### src/rtl/wb_port_arbiter.sv
// Write-back port arbiter: shares the register-file write port between the ALU
// and load result paths, with loads preferred and a bounded ALU wait.
module wb_port_arbiter #(
    parameter int unsigned DATA_WIDTH   = 32,
    parameter int unsigned ADDR_WIDTH   = 5,
    parameter int unsigned STARVE_LIMIT = 4
) (
    input  logic                  clk,
    input  logic                  rst,
    input  logic                  alu_valid,
    input  logic [ADDR_WIDTH-1:0] alu_rd,
    input  logic [DATA_WIDTH-1:0] alu_data,
    output logic                  alu_ready,
    input  logic                  mem_valid,
    input  logic [ADDR_WIDTH-1:0] mem_rd,
    input  logic [DATA_WIDTH-1:0] mem_data,
    output logic                  mem_ready,
    output logic                  rf_wr_en,
    output logic [ADDR_WIDTH-1:0] rf_wr_addr,
    output logic [DATA_WIDTH-1:0] rf_wr_data,
    output logic                  alu_starved
);

    localparam int unsigned CNT_W = 4;
    localparam logic [CNT_W-1:0] LIMIT = CNT_W'(STARVE_LIMIT);

    logic                  alu_nz;
    logic                  mem_nz;
    logic                  alu_win;
    logic                  mem_win;

    logic [CNT_W-1:0]      cnt_q,     cnt_d;
    logic                  starved_q, starved_d;
    logic                  wr_en_q,   wr_en_d;
    logic [ADDR_WIDTH-1:0] addr_q,    addr_d;
    logic [DATA_WIDTH-1:0] data_q,    data_d;

    // Arbitration: x0 writes are always absorbed; non-zero writes contend.
    always_comb begin
        alu_nz  = alu_valid && (alu_rd != '0);
        mem_nz  = mem_valid && (mem_rd != '0);
        alu_win = 1'b0;
        mem_win = 1'b0;
        if (!rst) begin
            if (alu_nz && mem_nz) begin
                // Same destination: the older load must land first so the ALU write is final.
                if ((alu_rd == mem_rd) || (cnt_q != LIMIT)) begin
                    mem_win = 1'b1;
                end else begin
                    alu_win = 1'b1;
                end
            end else begin
                alu_win = alu_nz;
                mem_win = mem_nz;
            end
        end
        alu_ready = !rst && alu_valid && ((alu_rd == '0) || alu_win);
        mem_ready = !rst && mem_valid && ((mem_rd == '0) || mem_win);
    end

    // Next-state for the starvation counter and the write-port register.
    always_comb begin
        cnt_d   = cnt_q;
        wr_en_d = 1'b0;
        addr_d  = addr_q;
        data_d  = data_q;
        if (!alu_valid || alu_ready) begin
            cnt_d = '0;
        end else if (alu_nz && (cnt_q != LIMIT)) begin
            cnt_d = cnt_q + CNT_W'(1);
        end
        if (alu_win) begin
            wr_en_d = 1'b1;
            addr_d  = alu_rd;
            data_d  = alu_data;
        end else if (mem_win) begin
            wr_en_d = 1'b1;
            addr_d  = mem_rd;
            data_d  = mem_data;
        end
        starved_d = (cnt_d == LIMIT);
    end

    always_ff @(posedge clk) begin
        if (rst) begin
            cnt_q     <= '0;
            starved_q <= 1'b0;
            wr_en_q   <= 1'b0;
            addr_q    <= '0;
            data_q    <= '0;
        end else begin
            cnt_q     <= cnt_d;
            starved_q <= starved_d;
            wr_en_q   <= wr_en_d;
            addr_q    <= addr_d;
            data_q    <= data_d;
        end
    end

    assign rf_wr_en    = wr_en_q;
    assign rf_wr_addr  = addr_q;
    assign rf_wr_data  = data_q;
    assign alu_starved = starved_q;

endmodule

### config.mk
export PLATFORM = sky130hd
export DESIGN_NAME = wb_port_arbiter
export DESIGN_NICKNAME = d
export VERILOG_FILES = /design/src/rtl/wb_port_arbiter.sv
export SDC_FILE = /design/constraint.sdc
export NUM_CORES = 1
export LEC_CHECK = 0
export ABC_CLOCK_PERIOD_IN_PS = 3150
export BUFFER_PORTS_ARGS = -buffer_cell sky130_fd_sc_hd__buf_2
export CORE_MARGIN = 5
export CORE_UTILIZATION = 45
export DETAILED_ROUTE_END_ITERATION = 6
export PLACE_DENSITY = 0.83
export SYNTH_ARGS = -nofsm -noshare
export SYNTH_HDL_FRONTEND = slang
export SYNTH_SLANG_ARGS = --single-unit
### constraint.sdc
create_clock -name clk -period 3.15 [get_ports clk]
set_input_delay 0.63 -clock clk [delete_from_list [all_inputs] [get_ports clk]]
set_output_delay 0.63 -clock clk [all_outputs]
set_load 0.02 [all_outputs]
==> results.yml, run 1 <==
final_layout:
  multi_input_area_um2: 1010
  drive_gt1_share_pct: 55.7
  areaGrowthSynthToFinish_pct: 35.3
  nNetsFinal: 386
  antenna_cells: 0
  final_area_um2: 2670
  seqCellArea_um2: 861
  nFillCells: 381
floorplanning:
  core_um2: 4290
  ios: 119
  fp.dieH_um: 76.2
  fp.dieW_um: 76.2
  rows: 24
  dieArea_um2: 5800
  start_util_pct: 45.9
place:
  preCtsSetupSlack_ns: 0.470
  io_buffers: 118
  placed_area_um2: 2570
  gp_routability_congestion: 0.871
  hpwlAfterDp_um: 3970
sta:
  rsz0062_at_grt: "false"
  drv_slew: 0
  worst_hold_slack_ns: 0.490
  tightest_slew_ns: 0.461
  setup_slack_ns: 0.458
  setup_violations: 0
  max_freq_ghz: 0.371
  tns_ns: 0
  clock_skew_ns: 0.00943
  max-slew-margin-rel_pct: 69.1
  period_share_pct: 85.5
  finalHoldViolations: 0
  finalCriticalPeriod_ns: 2.69
setup_path:
  worst-setup-path-type: "in -> out"
  path_cells: "buf_2, or4_1, o21ai_0, nor3_1, nand2_1, and3_1, buf_2"
  critPathMaxFanout: 3
  crit_arrival_ns: 2.06
  slowest_delay_ns: 0.56
  worstPathRequired_ns: 2.52
  cp-start-kind: "input port"
  cpMaxStageDelayCell: "or4_1"
  path_common_cell: "buf_2"
  worstSetupEndpointType: "output port"
min_path:
  min_path_type: "reg -> reg"
synth:
  netlist_instances: 187
  yosysTopAreaCellShare_pct: 43.7
  synth_area_leaders: "dfxtp_1 (44%), a22o_2 (14%), a21o_1 (8.8%), a21o_2 (4.4%), xnor2_1 (3.6%)"
  syn-num-nets: 267
  ys_seq_area_share_pct: 43.7
  netlist_area_um2: 1970
  ys_types: 32
  synth_area_leader_cell: "dfxtp_1"
  yosysWarnings: 0
  synth.avg_cell_area_um2: 10.5
  synth-seq-cells: 43
global_routing:
  grt_antenna_before_repair: 0
  track_usage_pct: 17.7
  grt_start_max_net_pins: 38
  grt_remaining_overflow: 0
  grt_pass1_vias: 2000
  grt_pass1_wl_um: 8800
clock_network:
  cts.path.max_buffers: 2
  cts.sinks: 43
  worstSkewPairLatency_ns: 0.29
  clock-root-buffer: "clkbuf_8"
  htreeDepth: 2
  holdBufCountCts: 0
  cts.clk_slew.worst_paths_ns: 0.08
  numCtsBuffers: 5
  cts_tree: "yes"
  cts_setup_buffers: 0
  cts_resized: 0
route:
  drt-vias-per-instance: 5.30
  num_vias: 1903
  final_antenna_net_count: 0
  routedWlPerCell_um: 14.3
  drt_iter0_markers: 66
  dr.pass1.iters: 4
  drc_errors: 0
  wl_um: 5150
power:
  seqPwrFrac_pct: 49.8
  clockPowerShare_pct: 29.5
  p_leak_nw: 1.50
  ir_drop_v: 0.000257
  cellPowerDensity_nw_per_um2: 453
  net-switching-power_w: 0.000329
  switching_share_pct: 27.3
  p_comb_share_pct: 20.7
  p_int_w: 0.000878
run_status:
  status: "complete, no violations"
job:
  drv_cap: 0
-- cell usage in the layout, fill, tap and decap left out, types with 2 or more instances in the layout --
cell        n
a22o_1      6
nand3_1     4
xnor2_1     8
nor2_1      4
inv_1       3
clkbuf_8    6
and3_1      2
dfxtp_1    43
buf_4       5
a21o_1     23
a21oi_1     3
a22o_2     27
nor3_1      4
a32oi_1     3
o21a_1      3
buf_2     118
ha_1        2
a21o_2     10
o21ai_0     4
nand2_1    14
-- final cells by class --
type,count,share of cell area (%)
clock inverters,1,0.328
multi-input cells,130,37.7
well taps,52,2.44
clock buffers,7,3.24
flip-flops and latches,43,32.3
repair buffers,123,23.6
inverters,3,0.422
-- per-layer routing --
layer / track usage, % / vias to the layer above / wire (µm)
li1: - / 941 / -
met1: 20.3 / 878 / 2170
met2: 31.5 / 78 / 2470
met3: 5.20 / 6 / 451
met4: 5.42 / 0 / 59
met5: 0 / - / 0
-- flip-flops by register name, summed over array words and instances (netlist names) --
register / flops
alu_starved: 1
cnt_q: 4
rf_wr_addr: 5
rf_wr_data: 32
rf_wr_en: 1
-- stage by stage --
step / instances / power [W] / utilization (%)
after detailed placement: 351 / 0.000865 / 59.9
after global placement: 351 / 0.000861 / 59.9
after floorplan: 187 / 0.000759 / -
after CTS: 359 / 0.00122 / 62.1
final: 359 / 0.00121 / 62.1
after global routing: 359 / 0.00126 / 62.1
-- cells by family (layout without fill, tap and decap cells) --
logic type	after synthesis	count (layout)	share of synthesized area (%)
compound gates	86	86	37.3
flops	43	43	43.7
simple gates	34	34	8.89
buf+inv	14	134	5.27
xor+xnor	8	8	3.56
fa+ha+maj	2	2	1.27
-- cells in the mapped netlist (all sizes together) --
| cell | number |
|---|---|
| xnor2 | 8 |
| buf | 11 |
| nor3 | 5 |
| nor2 | 4 |
| o211ai | 2 |
| a31oi | 1 |
| o21a | 4 |
| a21oi | 3 |
| dfxtp | 43 |
| o221ai | 1 |
| nand2 | 14 |
| a32oi | 3 |
| o211a | 1 |
| or4 | 2 |
| nor2b | 1 |
| ha | 2 |
| inv | 3 |
| a21o | 33 |
| o21ai | 4 |
| nor4 | 1 |
| o31a | 1 |
| a22o | 33 |
| and3 | 2 |
| nand3 | 4 |
| nand3b | 1 |
-- path summary, 6_finish.rpt --
check                              startpoint             end  slack (ns)  cells past startpoint
worst max register to register       cnt_q[0]  rf_wr_data[20]        1.10                      8
worst max-delay path                mem_rd[0]       alu_ready        0.46                      7
worst min register to register  rf_wr_addr[1]   rf_wr_addr[1]        0.49                      2
worst min-delay path            rf_wr_addr[1]   rf_wr_addr[1]        0.49                      2
-- power groups by stage --
stage / logic [W] / registers [W] / clock network [W]
finish: 0.000250 / 0.000601 / 0.000356
global route: 0.000273 / 0.000606 / 0.000386
CTS: 0.000253 / 0.000601 / 0.000371
detailed placement: 0.000252 / 0.000613 / 0
global placement: 0.000250 / 0.000612 / 0
floorplan: 0.0000990 / 0.000660 / 0
-- worst max-delay path: cells and delay by family --
| family | cells | cell delay, ns |
|---|---|---|
| AO/OA/AOI/OAI | 1 | 0.25 |
| buffers and inverters | 2 | 0.28 |
| AND/OR/NAND/NOR | 4 | 0.90 |
No activity file was read; power rests on OpenSTA's default activity.
==> run 2, diff against run 1 <==
--- a/config.mk
+++ b/config.mk
@@ -5,12 +5,13 @@
 export SDC_FILE = /design/constraint.sdc
 export NUM_CORES = 1
 export LEC_CHECK = 0
+export ABC_AREA = 1
 export ABC_CLOCK_PERIOD_IN_PS = 3150
 export BUFFER_PORTS_ARGS = -buffer_cell sky130_fd_sc_hd__buf_2
 export CORE_MARGIN = 5
 export CORE_UTILIZATION = 45
 export DETAILED_ROUTE_END_ITERATION = 6
-export PLACE_DENSITY = 0.83
+export PLACE_DENSITY = 0.77
 export SYNTH_ARGS = -nofsm -noshare
 export SYNTH_HDL_FRONTEND = slang
 export SYNTH_SLANG_ARGS = --single-unit
==> results.yml, run 2 <==
route:
  final_antenna_net_count: 0
  drc_errors: 0
  drt-vias-per-instance: 4.62
  wl_um: 6630
  drt_iter0_markers: 116
  routedWlPerCell_um: 11.4
  num_vias: 2685
  dr.pass1.iters: 4
final_layout:
  final_util_pct: 58.6
  areaGrowthSynthToFinish_pct: 26.3
  largest_reg_flops: 32
  antenna_cells: 0
  finalNonFillerCells: 581
  nNetsFinal: 588
  layout_common_cells: "nand2_1 (133), buf_2 (118), inv_1 (87)"
  drive_gt1_share_pct: 31.0
  final_common_cell: "nand2_1"
  final_area_um2: 3250
floorplanning:
  core_um2: 5540
  dieArea_um2: 7330
  fp.dieH_um: 85.6
  start_util_pct: 46.5
  ios: 119
  rows: 27
  fp.dieW_um: 85.6
sta:
  finalHoldViolations: 0
  max-slew-margin-rel_pct: 61.4
  setup_violations: 0
  rsz0062_at_grt: "false"
  drv_slew: 0
  clock_skew_ns: 0.00817
  tightest_slew_ns: 0.578
  finalCriticalPeriod_ns: 2.54
  period_share_pct: 80.7
  max_freq_ghz: 0.393
  tns_ns: 0
clock_network:
  cts_resized: 0
  holdBufCountCts: 0
  cts_setup_buffers: 0
  numCtsBuffers: 5
  cts.sinks: 43
  worstSkewPairLatency_ns: 0.28
  clock-root-buffer: "clkbuf_8"
  cts.clk_slew.worst_paths_ns: 0.07
  cts.path.max_buffers: 2
  cts_tree: "yes"
  htreeDepth: 2
synth:
  netlist_instances: 397
  ys_seq_area_share_pct: 33.4
  synth_edf_count: 0
  muxShareOfSynthArea_pct: 0
  netlist_area_um2: 2570
  syn-num-nets: 477
  yosysTopAreaCellShare_pct: 33.4
  synthFlopType: "dfxtp_1"
  synth-seq-cells: 43
  ys_types: 23
  post_synth_fa_ha_maj_area_fraction_pct: 0.972
  synth.avg_cell_area_um2: 6.48
  yosysWarnings: 0
  synth-xor-area-share_pct: 1.02
  synth_area_leaders: "dfxtp_1 (33%), nand2_1 (19%), inv_1 (13%), nand3_1 (12%), nand3_2 (7.4%)"
  synth_top_family_by_area: "simple AND/OR/NAND/NOR gates"
  synthSimpleGateAreaFrac_pct: 44.1
  synth_area_leader_cell: "dfxtp_1"
  synth_compound_area_share_pct: 1.65
  synth.most_common_cell: "nand2_1"
  synth_common_cells: "nand2_1 (133), inv_1 (87), nand3_1 (63), dfxtp_1 (43), nand3_2 (19)"
  synth_async_sr_flop_share_pct: 0
power:
  ir_drop_v: 0.000257
  p_leak_nw: 2.01
  cellPowerDensity_nw_per_um2: 385
  p_total_w: 0.00125
setup_path:
  worstSetupEndpointType: "output port"
  rr_worst_depth: 10
  rr_endpoint: "rf_wr_addr[4]"
  r2r_start: "cnt_q[0]"
  worst-setup-path-type: "in -> out"
  critPathMaxFanout: 21
  r2r_slack_ns: 1.26
  crit_arrival_ns: 1.91
  cp-start-kind: "input port"
  worstPathRequired_ns: 2.52
global_routing:
  grt_start_max_net_pins: 38
  grt_pass1_vias: 2578
  grt_remaining_overflow: 0
  track_usage_pct: 18.0
  grt_antenna_before_repair: 0
  grt_pass1_wl_um: 11100
job:
  drv_cap: 0
min_path:
  min_to: "rf_wr_addr[3]"
  min_path_type: "reg -> reg"
  hp-start: "rf_wr_addr[3]"
  hold_path_depth: 2
run_status:
  status: "complete, no violations"
place:
  io_buffers: 118
  place_inst: 573
  placed_area_um2: 3170
  hpwlAfterDp_um: 5130
  gp_routability_congestion: 0.833
run 2: cell types whose count changed in the layout (fill, tap and decap cells not counted), sizes merged, moves of 3 or more:
cell,previous run,this run
nand2,14,137
xnor2,8,1
nand3,4,82
o21a,4,0
nor2,4,15
a32oi,3,0
nor3,5,0
inv,3,89
a22o,33,0
a21o,33,0
run 2: per-layer routing:
layer  part of all wire [%]  wire, µm  GRT usage [%]  vias up
li1                       -         -              -     1405
met1                     43      2870           21.3     1163
met2                     47      3120           31.8      113
met3                    9.1       603           4.51        4
met4                   0.65        43           5.47        0
met5                      0         0              0        -
run 2: area by class of cell:
cell class                 instances  area, µm²
inverter                          89        334
tap                               72       90.1
clock buffer                       7       76.3
fill                             551       2290
clock inverter                     1       5.00
multi-input combinational        247       1240
timing repair buffer             122        646
sequential                        43        861
run 2: cells by family after synthesis:
logic type	Yosys count
DFF	43
and+or+nand+nor	236
adders and majority gates	2
AOI/OAI and AO/OA	6
buffers and inverters	107
xor gates and xnor gates	3
run 2: critical path: stages:
cell and delay, ns:
buf_2 0.11, inv_1 0.08, nand3_1 0.13, o21ai_2 0.28, nor2_4 0.07, nand2_4 0.23
nand2_1 0.15, inv_1 0.07, buf_2 0.16
run 2: worst max path at each step:
stage,startpoint,endpoint,slack [ns],depth (start not counted)
2_1_floorplan,alu_rd[4],alu_ready,1.02,8
3_3_place_gp,mem_rd[4],alu_ready,0.68,9
3_5_place_dp,mem_rd[4],alu_ready,0.61,9
4_1_cts,mem_rd[4],alu_ready,0.61,9
5_1_grt,mem_rd[4],alu_ready,0.50,9
6_report,mem_rd[4],alu_ready,0.61,9
run 2: report_power, final:
group | internal, W | switching [W] | total [W]
registers | 0.000586 | 0.0000210 | 0.000607
logic | 0.000120 | 0.000200 | 0.000320
clock network | 0.000156 | 0.000171 | 0.000326
total | 0.000861 | 0.000391 | 0.00125
run 2: stage by stage:
stage                     hold slack, ns  setup WS [ns]
after floorplan                    0.526           1.02
after global placement             0.433          0.675
after detailed placement           0.435          0.612
after CTS                          0.451          0.609
after global routing               0.462          0.496
final                              0.447          0.607
==> run 3, diff against run 2 <==
--- a/config.mk
+++ b/config.mk
@@ -6,12 +6,12 @@
 export NUM_CORES = 1
 export LEC_CHECK = 0
 export ABC_AREA = 1
-export ABC_CLOCK_PERIOD_IN_PS = 3150
+export ABC_CLOCK_PERIOD_IN_PS = 2300
 export BUFFER_PORTS_ARGS = -buffer_cell sky130_fd_sc_hd__buf_2
 export CORE_MARGIN = 5
-export CORE_UTILIZATION = 45
+export CORE_UTILIZATION = 42
 export DETAILED_ROUTE_END_ITERATION = 6
-export PLACE_DENSITY = 0.77
+export PLACE_DENSITY = 0.76
 export SYNTH_ARGS = -nofsm -noshare
 export SYNTH_HDL_FRONTEND = slang
 export SYNTH_SLANG_ARGS = --single-unit
==> constraint.sdc (replaced) <==
create_clock -name clk -period 2.3 [get_ports clk]
set_input_delay 0.46 -clock clk [delete_from_list [all_inputs] [get_ports clk]]
set_output_delay 0.46 -clock clk [all_outputs]
set_load 0.02 [all_outputs]
==> results.yml, run 3 (same netlist as run 2, synthesis figures left out) <==
final_layout:
  final_area_um2: 3270
  antenna_cells: 0
  areaGrowthSynthToFinish_pct: 27.2
  drive_gt1_share_pct: 31.7
  finalNonFillerCells: 586
  layout_common_cells: "nand2_1 (133), buf_2 (118), inv_1 (87)"
  final_common_cell: "nand2_1"
  nNetsFinal: 590
  largest_reg_flops: 32
clock_network:
  cts_setup_buffers: 0
  cts.path.max_buffers: 2
  holdBufCountCts: 0
  clock-root-buffer: "clkbuf_8"
  cts_resized: 0
  numCtsBuffers: 5
  cts.clk_slew.worst_paths_ns: 0.08
  worstSkewPairLatency_ns: 0.29
  cts.sinks: 43
  htreeDepth: 2
  cts_tree: "yes"
setup_path:
  crit_arrival_ns: 1.65
  worstSetupEndpointType: "output port"
  critPathTopFamily: "simple AND/OR/NAND/NOR gates"
  worstPathRequired_ns: 1.84
  slowest_delay_ns: 0.38
  cp-start-kind: "flop"
  critPathMaxFanout: 12
  worst-setup-path-type: "reg -> out"
  path_common_cell: "inv_1"
  cp_num_buf_inv: 4
  path_cells: "inv_1, ha_1, nand3_1, inv_1, nand2_2, nand2_4, nand2_1, inv_1, buf_2"
  cpMaxStageDelayCell: "dfxtp_1"
global_routing:
  grt_antenna_before_repair: 0
  grt_pass1_wl_um: 10600
  grt_pass1_vias: 2427
  grt_start_max_net_pins: 39
  track_usage_pct: 16.8
  grt_remaining_overflow: 0
floorplanning:
  core_um2: 5960
  fp.dieH_um: 88.3
  dieArea_um2: 7790
  fp.dieW_um: 88.3
  start_util_pct: 43.2
  rows: 28
  ios: 119
job:
  drv_cap: 0
power:
  ir_drop_v: 0.000263
  p_total_w: 0.00184
  cellPowerDensity_nw_per_um2: 563
  p_leak_nw: 2.03
place:
  preCtsSetupSlack_ns: 0.184
  place_inst: 578
  hpwlAfterDp_um: 5000
  placed_area_um2: 3160
  io_buffers: 118
  gp_routability_congestion: 0.827
route:
  num_vias: 2627
  routedWlPerCell_um: 11.1
  drt_iter0_markers: 118
  final_antenna_net_count: 0
  wl_um: 6530
  dr.pass1.iters: 4
  drc_errors: 0
  drt-vias-per-instance: 4.48
sta:
  finalHoldViolations: 0
  rsz0062_at_grt: "false"
  tightest_slew_ns: 0.995
  drv_slew: 0
  clock_skew_ns: 0.00391
  finalCriticalPeriod_ns: 2.11
  max_freq_ghz: 0.473
  setup_violations: 0
  period_share_pct: 92.0
  max-slew-margin-rel_pct: 33.5
  tns_ns: 0
  setup_slack_ns: 0.185
min_path:
  min_path_type: "reg -> reg"
run_status:
  status: "complete, no violations"
## run 3: cell count changes in the layout (fill, tap and decap cells not counted)
cell       previous run  this run
clkbuf_1              2         0
buf_12                2         0
buf_4                 2         6
bufinv_16             0         1
clkinv_4              0         1
## run 3: report_power, final
group	internal [W]	total, W	switching, W
clock	0.000323	0.000581	0.000258
sequential	0.000802	0.000830	0.0000286
combinational	0.000162	0.000433	0.000271
## run 3: metrics by stage
step	hold slack (ns)	utilization, %
CTS	0.443	55.0
global route	0.463	55.0
finish	0.451	55.0
global placement	0.435	53.1
floorplan	0.526	-
detailed placement	0.434	53.1
## run 3: tightest hold or removal path, stage by stage, from the launching register on
cell     delay, ns
dfxtp_1       0.31
nand2_1       0.06
nand2_1       0.04
## run 3: final timing paths
| kind | startpoint | cells past startpoint | endpoint | slack (ns) |
|---|---|---|---|---|
| max reg2reg | cnt_q[0] | 11 | rf_wr_addr[0] | 0.37 |
| min | rf_wr_data[24] | 2 | rf_wr_data[24] | 0.45 |
| max | cnt_q[0] | 9 | alu_ready | 0.19 |
| min reg2reg | rf_wr_data[24] | 2 | rf_wr_data[24] | 0.45 |
## run 3: metal layers
layer	vias to the layer above	share of wire, %	GRT usage (%)
li1	1413	-	-
met1	1121	45	20.9
met2	89	45	28.8
met3	4	9.5	4.93
met4	0	0.63	3.98
met5	-	0	0
## run 3: area by class of cell
cell class | instances | area, µm²
flip-flops and latches | 43 | 861
multi-input cells | 247 | 1240
repair buffers | 124 | 636
well taps | 75 | 93.8
fillers | 610 | 2680
clock buffers | 5 | 68.8
clock inverters | 3 | 43.8
inverters | 89 | 334
